## src/rtl/mio_bus_if.sv

```systemverilog
// CPU-side and slave-side signals of the MIO bus controller.
// master: the controller, which drives the slave windows and answers the CPU.
// slave : the environment, meaning the CPU data port plus the slave windows.
interface mio_bus_if #(
  parameter int unsigned NSLV   = 4,
  parameter int unsigned DATA_W = 32
);
  logic                     cpu_req;
  logic                     cpu_we;
  logic [31:0]              cpu_addr;
  logic [DATA_W-1:0]        cpu_wdata;
  logic [DATA_W-1:0]        cpu_rdata;
  logic                     cpu_ready;
  logic                     cpu_err;
  logic [NSLV-1:0]          slv_sel;
  logic                     slv_we;
  logic [31:0]              slv_addr;
  logic [DATA_W-1:0]        slv_wdata;
  logic [NSLV*DATA_W-1:0]   slv_rdata;
  logic [NSLV-1:0]          slv_ack;

  modport master (
    input  cpu_req, cpu_we, cpu_addr, cpu_wdata, slv_rdata, slv_ack,
    output cpu_rdata, cpu_ready, cpu_err, slv_sel, slv_we, slv_addr, slv_wdata
  );

  modport slave (
    output cpu_req, cpu_we, cpu_addr, cpu_wdata, slv_rdata, slv_ack,
    input  cpu_rdata, cpu_ready, cpu_err, slv_sel, slv_we, slv_addr, slv_wdata
  );
endinterface

```

## src/rtl/mio_bus_ctrl.sv

```systemverilog
// Handshaked MIO bus controller: decodes the address nibble to a slave window,
// waits for that slave's ack (or a timeout), then returns a one-cycle ready.
module mio_bus_ctrl #(
  parameter int unsigned          NSLV     = 4,
  parameter int unsigned          DATA_W   = 32,
  parameter logic [NSLV*4-1:0]    SLV_BASE = {4'hf, 4'he, 4'hd, 4'h0},
  parameter int unsigned          TIMEOUT  = 16
) (
  input  logic        clk,
  input  logic        rst,
  mio_bus_if.master   bus,
  output logic        busy,
  output logic [7:0]  err_count
);

  localparam int unsigned CNT_W = 8;

  typedef enum logic [1:0] {
    S_IDLE   = 2'd0,
    S_ACCESS = 2'd1,
    S_RESP   = 2'd2
  } state_t;

  state_t            r_state;
  logic [CNT_W-1:0]  r_cnt;

  logic              w_hit;
  logic [NSLV-1:0]   w_sel;
  logic              w_ack;
  logic [DATA_W-1:0] w_rdata;

  // Address decode: first (lowest-index) window whose base nibble matches wins.
  always_comb begin
    w_hit = 1'b0;
    w_sel = '0;
    for (int unsigned i = 0; i < NSLV; i++) begin
      if (!w_hit && (bus.cpu_addr[31:28] == SLV_BASE[4*i +: 4])) begin
        w_hit    = 1'b1;
        w_sel[i] = 1'b1;
      end
    end
  end

  // Ack and read data of the selected slave only; other slaves are masked off.
  always_comb begin
    w_ack   = |(bus.slv_ack & bus.slv_sel);
    w_rdata = '0;
    for (int unsigned i = 0; i < NSLV; i++) begin
      if (bus.slv_sel[i]) begin
        w_rdata = w_rdata | bus.slv_rdata[i*DATA_W +: DATA_W];
      end
    end
  end

  // Transaction FSM with all bus outputs registered.
  always_ff @(posedge clk or posedge rst) begin
    if (rst) begin
      r_state       <= S_IDLE;
      r_cnt         <= '0;
      busy          <= 1'b0;
      err_count     <= 8'h00;
      bus.cpu_rdata <= '0;
      bus.cpu_ready <= 1'b0;
      bus.cpu_err   <= 1'b0;
      bus.slv_sel   <= '0;
      bus.slv_we    <= 1'b0;
      bus.slv_addr  <= '0;
      bus.slv_wdata <= '0;
    end else begin
      case (r_state)
        S_IDLE: begin
          if (bus.cpu_req) begin
            bus.slv_addr  <= bus.cpu_addr;
            bus.slv_wdata <= bus.cpu_wdata;
            busy          <= 1'b1;
            if (w_hit) begin
              r_state     <= S_ACCESS;
              r_cnt       <= '0;
              bus.slv_sel <= w_sel;
              bus.slv_we  <= bus.cpu_we;
            end else begin
              // Unmapped address: answer immediately with an error.
              r_state       <= S_RESP;
              bus.cpu_ready <= 1'b1;
              bus.cpu_err   <= 1'b1;
              bus.cpu_rdata <= '0;
            end
          end
        end

        S_ACCESS: begin
          if (w_ack) begin
            r_state       <= S_RESP;
            bus.cpu_ready <= 1'b1;
            bus.cpu_err   <= 1'b0;
            bus.cpu_rdata <= bus.slv_we ? '0 : w_rdata;
            bus.slv_sel   <= '0;
            bus.slv_we    <= 1'b0;
          end else if (r_cnt == CNT_W'(TIMEOUT - 1)) begin
            r_state       <= S_RESP;
            bus.cpu_ready <= 1'b1;
            bus.cpu_err   <= 1'b1;
            bus.cpu_rdata <= '0;
            bus.slv_sel   <= '0;
            bus.slv_we    <= 1'b0;
          end else begin
            r_cnt <= r_cnt + CNT_W'(1);
          end
        end

        S_RESP: begin
          r_state       <= S_IDLE;
          busy          <= 1'b0;
          bus.cpu_ready <= 1'b0;
          bus.cpu_err   <= 1'b0;
          if (bus.cpu_err && (err_count != 8'hff)) begin
            err_count <= err_count + 8'd1;
          end
        end

        default: begin
          r_state <= S_IDLE;
          busy    <= 1'b0;
        end
      endcase
    end
  end

endmodule

```

## src/flat_wrapper.sv

```systemverilog
// flat-port wrapper written by rule: the top's interface ports become plain ports
module mio_bus_ctrl_flat 
#(
  parameter int unsigned          NSLV     = 4,
  parameter int unsigned          DATA_W   = 32,
  parameter logic [NSLV*4-1:0]    SLV_BASE = {4'hf, 4'he, 4'hd, 4'h0},
  parameter int unsigned          TIMEOUT  = 16
)
  (clk, rst, busy, err_count, bus_cpu_req, bus_cpu_we, bus_cpu_addr, bus_cpu_wdata, bus_slv_rdata, bus_slv_ack, bus_cpu_rdata, bus_cpu_ready, bus_cpu_err, bus_slv_sel, bus_slv_we, bus_slv_addr, bus_slv_wdata);
  mio_bus_if #(.NSLV(NSLV), .DATA_W(DATA_W)) bus_i ();
  input  logic clk;
  input  logic rst;
  output logic busy;
  output logic [7:0] err_count;
  input wire logic [$bits(bus_i.cpu_req)-1:0] bus_cpu_req;
  input wire logic [$bits(bus_i.cpu_we)-1:0] bus_cpu_we;
  input wire logic [$bits(bus_i.cpu_addr)-1:0] bus_cpu_addr;
  input wire logic [$bits(bus_i.cpu_wdata)-1:0] bus_cpu_wdata;
  input wire logic [$bits(bus_i.slv_rdata)-1:0] bus_slv_rdata;
  input wire logic [$bits(bus_i.slv_ack)-1:0] bus_slv_ack;
  output wire logic [$bits(bus_i.cpu_rdata)-1:0] bus_cpu_rdata;
  output wire logic [$bits(bus_i.cpu_ready)-1:0] bus_cpu_ready;
  output wire logic [$bits(bus_i.cpu_err)-1:0] bus_cpu_err;
  output wire logic [$bits(bus_i.slv_sel)-1:0] bus_slv_sel;
  output wire logic [$bits(bus_i.slv_we)-1:0] bus_slv_we;
  output wire logic [$bits(bus_i.slv_addr)-1:0] bus_slv_addr;
  output wire logic [$bits(bus_i.slv_wdata)-1:0] bus_slv_wdata;
  assign bus_i.cpu_req = bus_cpu_req;
  assign bus_i.cpu_we = bus_cpu_we;
  assign bus_i.cpu_addr = bus_cpu_addr;
  assign bus_i.cpu_wdata = bus_cpu_wdata;
  assign bus_i.slv_rdata = bus_slv_rdata;
  assign bus_i.slv_ack = bus_slv_ack;
  assign bus_cpu_rdata = bus_i.cpu_rdata;
  assign bus_cpu_ready = bus_i.cpu_ready;
  assign bus_cpu_err = bus_i.cpu_err;
  assign bus_slv_sel = bus_i.slv_sel;
  assign bus_slv_we = bus_i.slv_we;
  assign bus_slv_addr = bus_i.slv_addr;
  assign bus_slv_wdata = bus_i.slv_wdata;
  mio_bus_ctrl #(.NSLV(NSLV), .DATA_W(DATA_W), .SLV_BASE(SLV_BASE), .TIMEOUT(TIMEOUT)) u_core (.clk(clk), .rst(rst), .bus(bus_i), .busy(busy), .err_count(err_count));
endmodule
```

## config.mk

```make
export PLATFORM = sky130hd
export DESIGN_NAME = mio_bus_ctrl_flat
export DESIGN_NICKNAME = d
export VERILOG_FILES = /design/src/rtl/mio_bus_if.sv /design/src/rtl/mio_bus_ctrl.sv /design/src/flat_wrapper.sv
export SDC_FILE = /design/constraint.sdc
export NUM_CORES = 1
export LEC_CHECK = 0
export CAP_MARGIN = 20
export CORE_AREA = 2 2 122 124
export DETAILED_ROUTE_END_ITERATION = 7
export DIE_AREA = 0 0 124 126
export MAX_ROUTING_LAYER = met4
export PLACE_DENSITY_LB_ADDON = 0.15
export SETUP_SLACK_MARGIN = 0.02
export SYNTH_ARGS = -nofsm -noshare
export SYNTH_HDL_FRONTEND = slang
export SYNTH_SLANG_ARGS = --single-unit
```

## constraint.sdc

```tcl
create_clock -name clk -period 5.95 [get_ports clk]
set_input_delay 0.8925 -clock clk [delete_from_list [all_inputs] [get_ports clk]]
set_output_delay 0.8925 -clock clk [all_outputs]
set_load 0.1 [all_outputs]
```

# Word-level counts from Yosys, hierarchy flattened
# Index checks and enable logic that the tools add are counted.
# totals
input_bits	200
reg_bits	122
# op_classes
eq_ne	13
n_reduce_logical	20
add_sub_neg	2
n_mux	46
bitwise	5
# op_table
operator	count
$mux W32	9
$or A32 B32 Y32	3
$pmux W32 S2	1
$mux W8	4
$mux W1	17
$add A8 B1 Y8 const B	2
$mux W4	4
$pmux W8 S2	1
$eq A4 B4 Y1 const B	3
$reduce_and A4 Y1	3
$eq A8 B4 Y1 const B	1
$mux W2	4
$ne A2 B2 Y1 const B	4
$ne A8 B8 Y1 const B	1
$pmux W4 S2	1
$reduce_and A2 Y1	4
$pmux W1 S3	2
$reduce_and A5 Y1	1
$and A4 B4 Y4	1
$logic_and A1 B1 Y1	4
$logic_not A4 Y1	1
$pmux W1 S2	2
$pmux W2 S2	1
$reduce_or A4 Y1	1
other kinds (9)	11

# Longest topological paths before layout
# logic_depth
depth_word	14
depth_mapped	7
depth_no_buf	5

# Worst setup path before layout
# Ideal clock, no wire load.
# synth_path
kind	reg2reg
start	register u_core.err_count[0]
end	register u_core.err_count[1]
slack_ns	3.768
arrival_time_ns	2.056
path_stages_with_launch	5
synth_period_minus_slack_ns	2.182
path_buffers	0
path_cell_list	dfrtp_1 -> ha_1 -> nand3_1 -> o21ai_1 -> mux2_2
# synth_between
elab_chain_len	3
elab_cells_between_ends	4
cone_classes	add/sub: 1; eq/ne: 1; reduce/logical: 2
# synth_lines
element	line_no	rtl
start: declaration	mio_bus_ctrl.sv:13	output logic [7:0] err_count
start signal: assignment	mio_bus_ctrl.sv:117	err_count <= err_count + 8'd1;
branches (longest 3 deep; another with $add A8 B1 Y8)	n/a	
# Parallel ways; which one is timed is not known.
# A chain may end at the register's enable or synchronous reset.

# Worst setup path in the final report
# layout_path
start	register u_core.bus.slv_sel[3]
end	output port bus_slv_sel[3]
# layout_lines
element	line_no	rtl
start: declaration	mio_bus_if.sv:24	output cpu_rdata, cpu_ready, cpu_err, slv_sel, slv_we, slv_addr, slv_wdata
start signal: assignment	mio_bus_ctrl.sv:79	bus.slv_sel <= w_sel;
end: declaration	flat_wrapper.sv:24	output wire logic [$bits(bus_i.slv_sel)-1:0] bus_slv_sel;
# No word-level cell between the ends.

==> impl_results.md <==
* Clk Latency, worst-skew pair at 0.40 ns
* Final design utilization at 65.3%
* Largest net degree at the start of global routing at 80
* Maximum fanout along the worst path at 35
* Startpoint Class: flop
* Most frequent cells in the layout: 311 x clkdlybuf4s50_1, 233 x nand2_1, 122 x dfrtp_1
* Cts bufs inserted at 17
* Core outline area at 14300 um2
* Post-CTS Resized at 0
* Setup TNS at 0 ns
* Critical Path RT at 5.06 ns
* Yosys reg bits at 122
* Syn-to-layout area delta at 69.1%
* Vias at 5640
* Core Rows at 44
* Final Hold Viols at 0
* Sequential element share of the synthesized area at 55.2%
* Root buf cell: clkbuf_16
* Worst setup margin at 2.69 ns
* Layout Skew at 0.00842 ns
* Post-route minimum period at 3.26 ns
* Final WL at 19500 um
* Syn. warnings at 0
* Most common cell after layout, fill and taps aside: clkdlybuf4s50_1
* Final ANT Viol Nets at 0
* # IOs at 312
* Remaining DRCs at 0
* Worst Hold Class: flop to flop
* Async SR Flop Fraction at 100%
* Sink Count at 122
* Port bufs at 311
* Die Span Y at 126 um
* Clock slew at reported path FFs at 0.05 ns
* Max cap viols at 0
* Fin crit share at 54.8%
* WL/cell at 18.1 um
* Crit path DAT at 2.37 ns
* PD cells at 637 nW/um2
* Detailed placement HPWL at 14200 um
* Overall Power at 5960 uW
* Post-Synthesis Cells at 580
* Iter 0 DRT Violations at 284
* Post-CTS setup buffers at 0
* Pre-Repair DR Iteration Count at 5
* Final Max Tran Viols at 0
* Initial antenna violation count at 0
* Hold buffer count at CTS at 0
* Layout cells sized above 1 at 5.72%
* Status: finished, final reports clean
* WS Path Type: flop to primary output
* Nets at 1081
* Clock Tree Buf Depth at 2
* H-tree Lvls at 4
* Starting Density at 38.6%
* Vias in the first global route at 5743
* Post-Syn Area at 5530 um2
* Final setup fails at 0
* RSZ-0062 raised after global routing: no
* CTS tree: yes
* Horiz. Die Dim at 124 um
* Peak Freq at 0.307 GHz
* VDD IR max at 0.277 mV
* Avg Cell Area, Syn at 9.53 um2
* First-pass GRT wire length at 29600 um
* Post-place setup slack at 2.96 ns
* Leakage at 0.00412 uW
* Top_reg_cell synth: dfrtp_1
* GRT Overall Usage at 25.6%
* CP Capture Type: primary output
* Placer congestion estimate at 0.923
* Number of diodes at 0
* Worst slew margin at 29.7%
* Distinct cells, synth at 48
* Worst Tran Pin Value at 1.05 ns
* Vias/cell at 5.25
* Die area at 15600 um2
* Syn_nets at 782
* GRT overflow at 0
* Post-synth EDFFs at 0
-- final cells by class --
cell class | instances | area (um2)
clock buffers | 19 | 433
clock inverters | 12 | 103
fillers | 1127 | 4970
inverters | 4 | 17.5
multi-input cells | 412 | 2270
flip-flops and latches | 122 | 3050
well taps | 184 | 230
repair buffers | 322 | 3240
-- flip-flops by register name (all words and copies together), names as in the netlist --
signal	flops
u_core.bus.slv_sel	4
u_core.r_cnt	8
u_core.bus.slv_wdata	32
u_core.busy	1
u_core.err_count	8
u_core.bus.cpu_rdata	32
u_core.bus.slv_addr	32
u_core.bus.slv_we	1
u_core.bus.cpu_err	1
u_core.bus.cpu_ready	1
u_core.r_state	2
-- report_power, final --
part           internal, uW  leakage, uW  total [uW]  switching (uW)
Combinational           898      0.00229        3710            2820
Sequential             1130      0.00157        1310             187
Clock                   569     0.000255         930             362
Total                  2590      0.00412        5960            3370
-- layer usage --
layer / up-vias / GRT usage, % / wire [um]
met5: - / - / 0
met4: 0 / 11.8 / 716
met3: 44 / 6.02 / 1420
met2: 274 / 41.6 / 9570
met1: 2678 / 29.9 / 7780
li1: 2644 / - / -
-- path summary, 6_finish.rpt --
kind | from | to | slack, ns | cells after the start
max reg2reg | u_core.r_state[0] | u_core.bus.cpu_rdata[2] | 3.87 | 4
max | u_core.bus.slv_sel[3] | bus_slv_sel[3] | 2.69 | 2
max in group asynchronous | rst | u_core.bus.slv_addr[1] | 4.01 | 4
min reg2reg | u_core.bus.slv_addr[31] | u_core.bus.slv_addr[31] | 0.47 | 2
min in group asynchronous | rst | u_core.bus.slv_wdata[5] | 0.75 | 2
min | u_core.bus.slv_addr[31] | u_core.bus.slv_addr[31] | 0.47 | 2
-- logic make-up (layout without fill, tap and decap cells) --
group,Yosys count,after routing,synth area share [%]
AO/OA/AOI/OAI,126,126,17.9
XOR/XNOR,8,8,1.27
adder cells (fa/ha/maj),2,2,0.453
buffers and inverters,46,357,3.85
flip-flops,122,122,55.2
multiplexers,3,3,0.566
AND/OR/NAND/NOR,273,273,20.8
-- stage by stage --
stage / area, um2 / hold WS (ns) / instances
finish: 9350 / 0.469 / 1075
global route: 9350 / 0.490 / 1075
CTS: 9290 / 0.474 / 1073
detailed placement: 8760 / 0.461 / 1042
global placement: 8740 / 0.456 / 1041
floorplan: 5530 / 0.462 / 580
-- synthesized netlist by cell type, types with 2 or more instances --
cell type  instances  area, um2
nor2_1             3       11.3
ha_1               2       25.0
o2bb2ai_1          2       17.5
o22ai_1           33        206
nand2_1          233        875
clkbuf_1          27        101
mux2i_1            2       20.0
or4_4              2       22.5
dfrtp_1          122       3050
buf_2             11       55.1
nand2b_1           2       12.5
a21oi_1            3       15.0
nand4_1            4       25.0
nor3_1             3       15.0
a221oi_1          32        280
buf_6              3       33.8
a22oi_2            2       25.0
nand3_1            9       45.0
o31ai_1            2       15.0
inv_1              4       15.0
o21ai_0            6       30.0
o211ai_1           3       22.5
a22o_1            34        298
and3_1             2       12.5
or4_1              4       30.0
xnor2_1            4       35.0
a21o_1             2       15.0
xor2_1             4       35.0
-- worst max-delay path, stage by stage (launching register included) --
cell	delay, ns
dfrtp_1	0.32
buf_4	0.39
clkdlybuf4s50_1	1.25
Note: power is estimated with default switching activity, not from simulation.
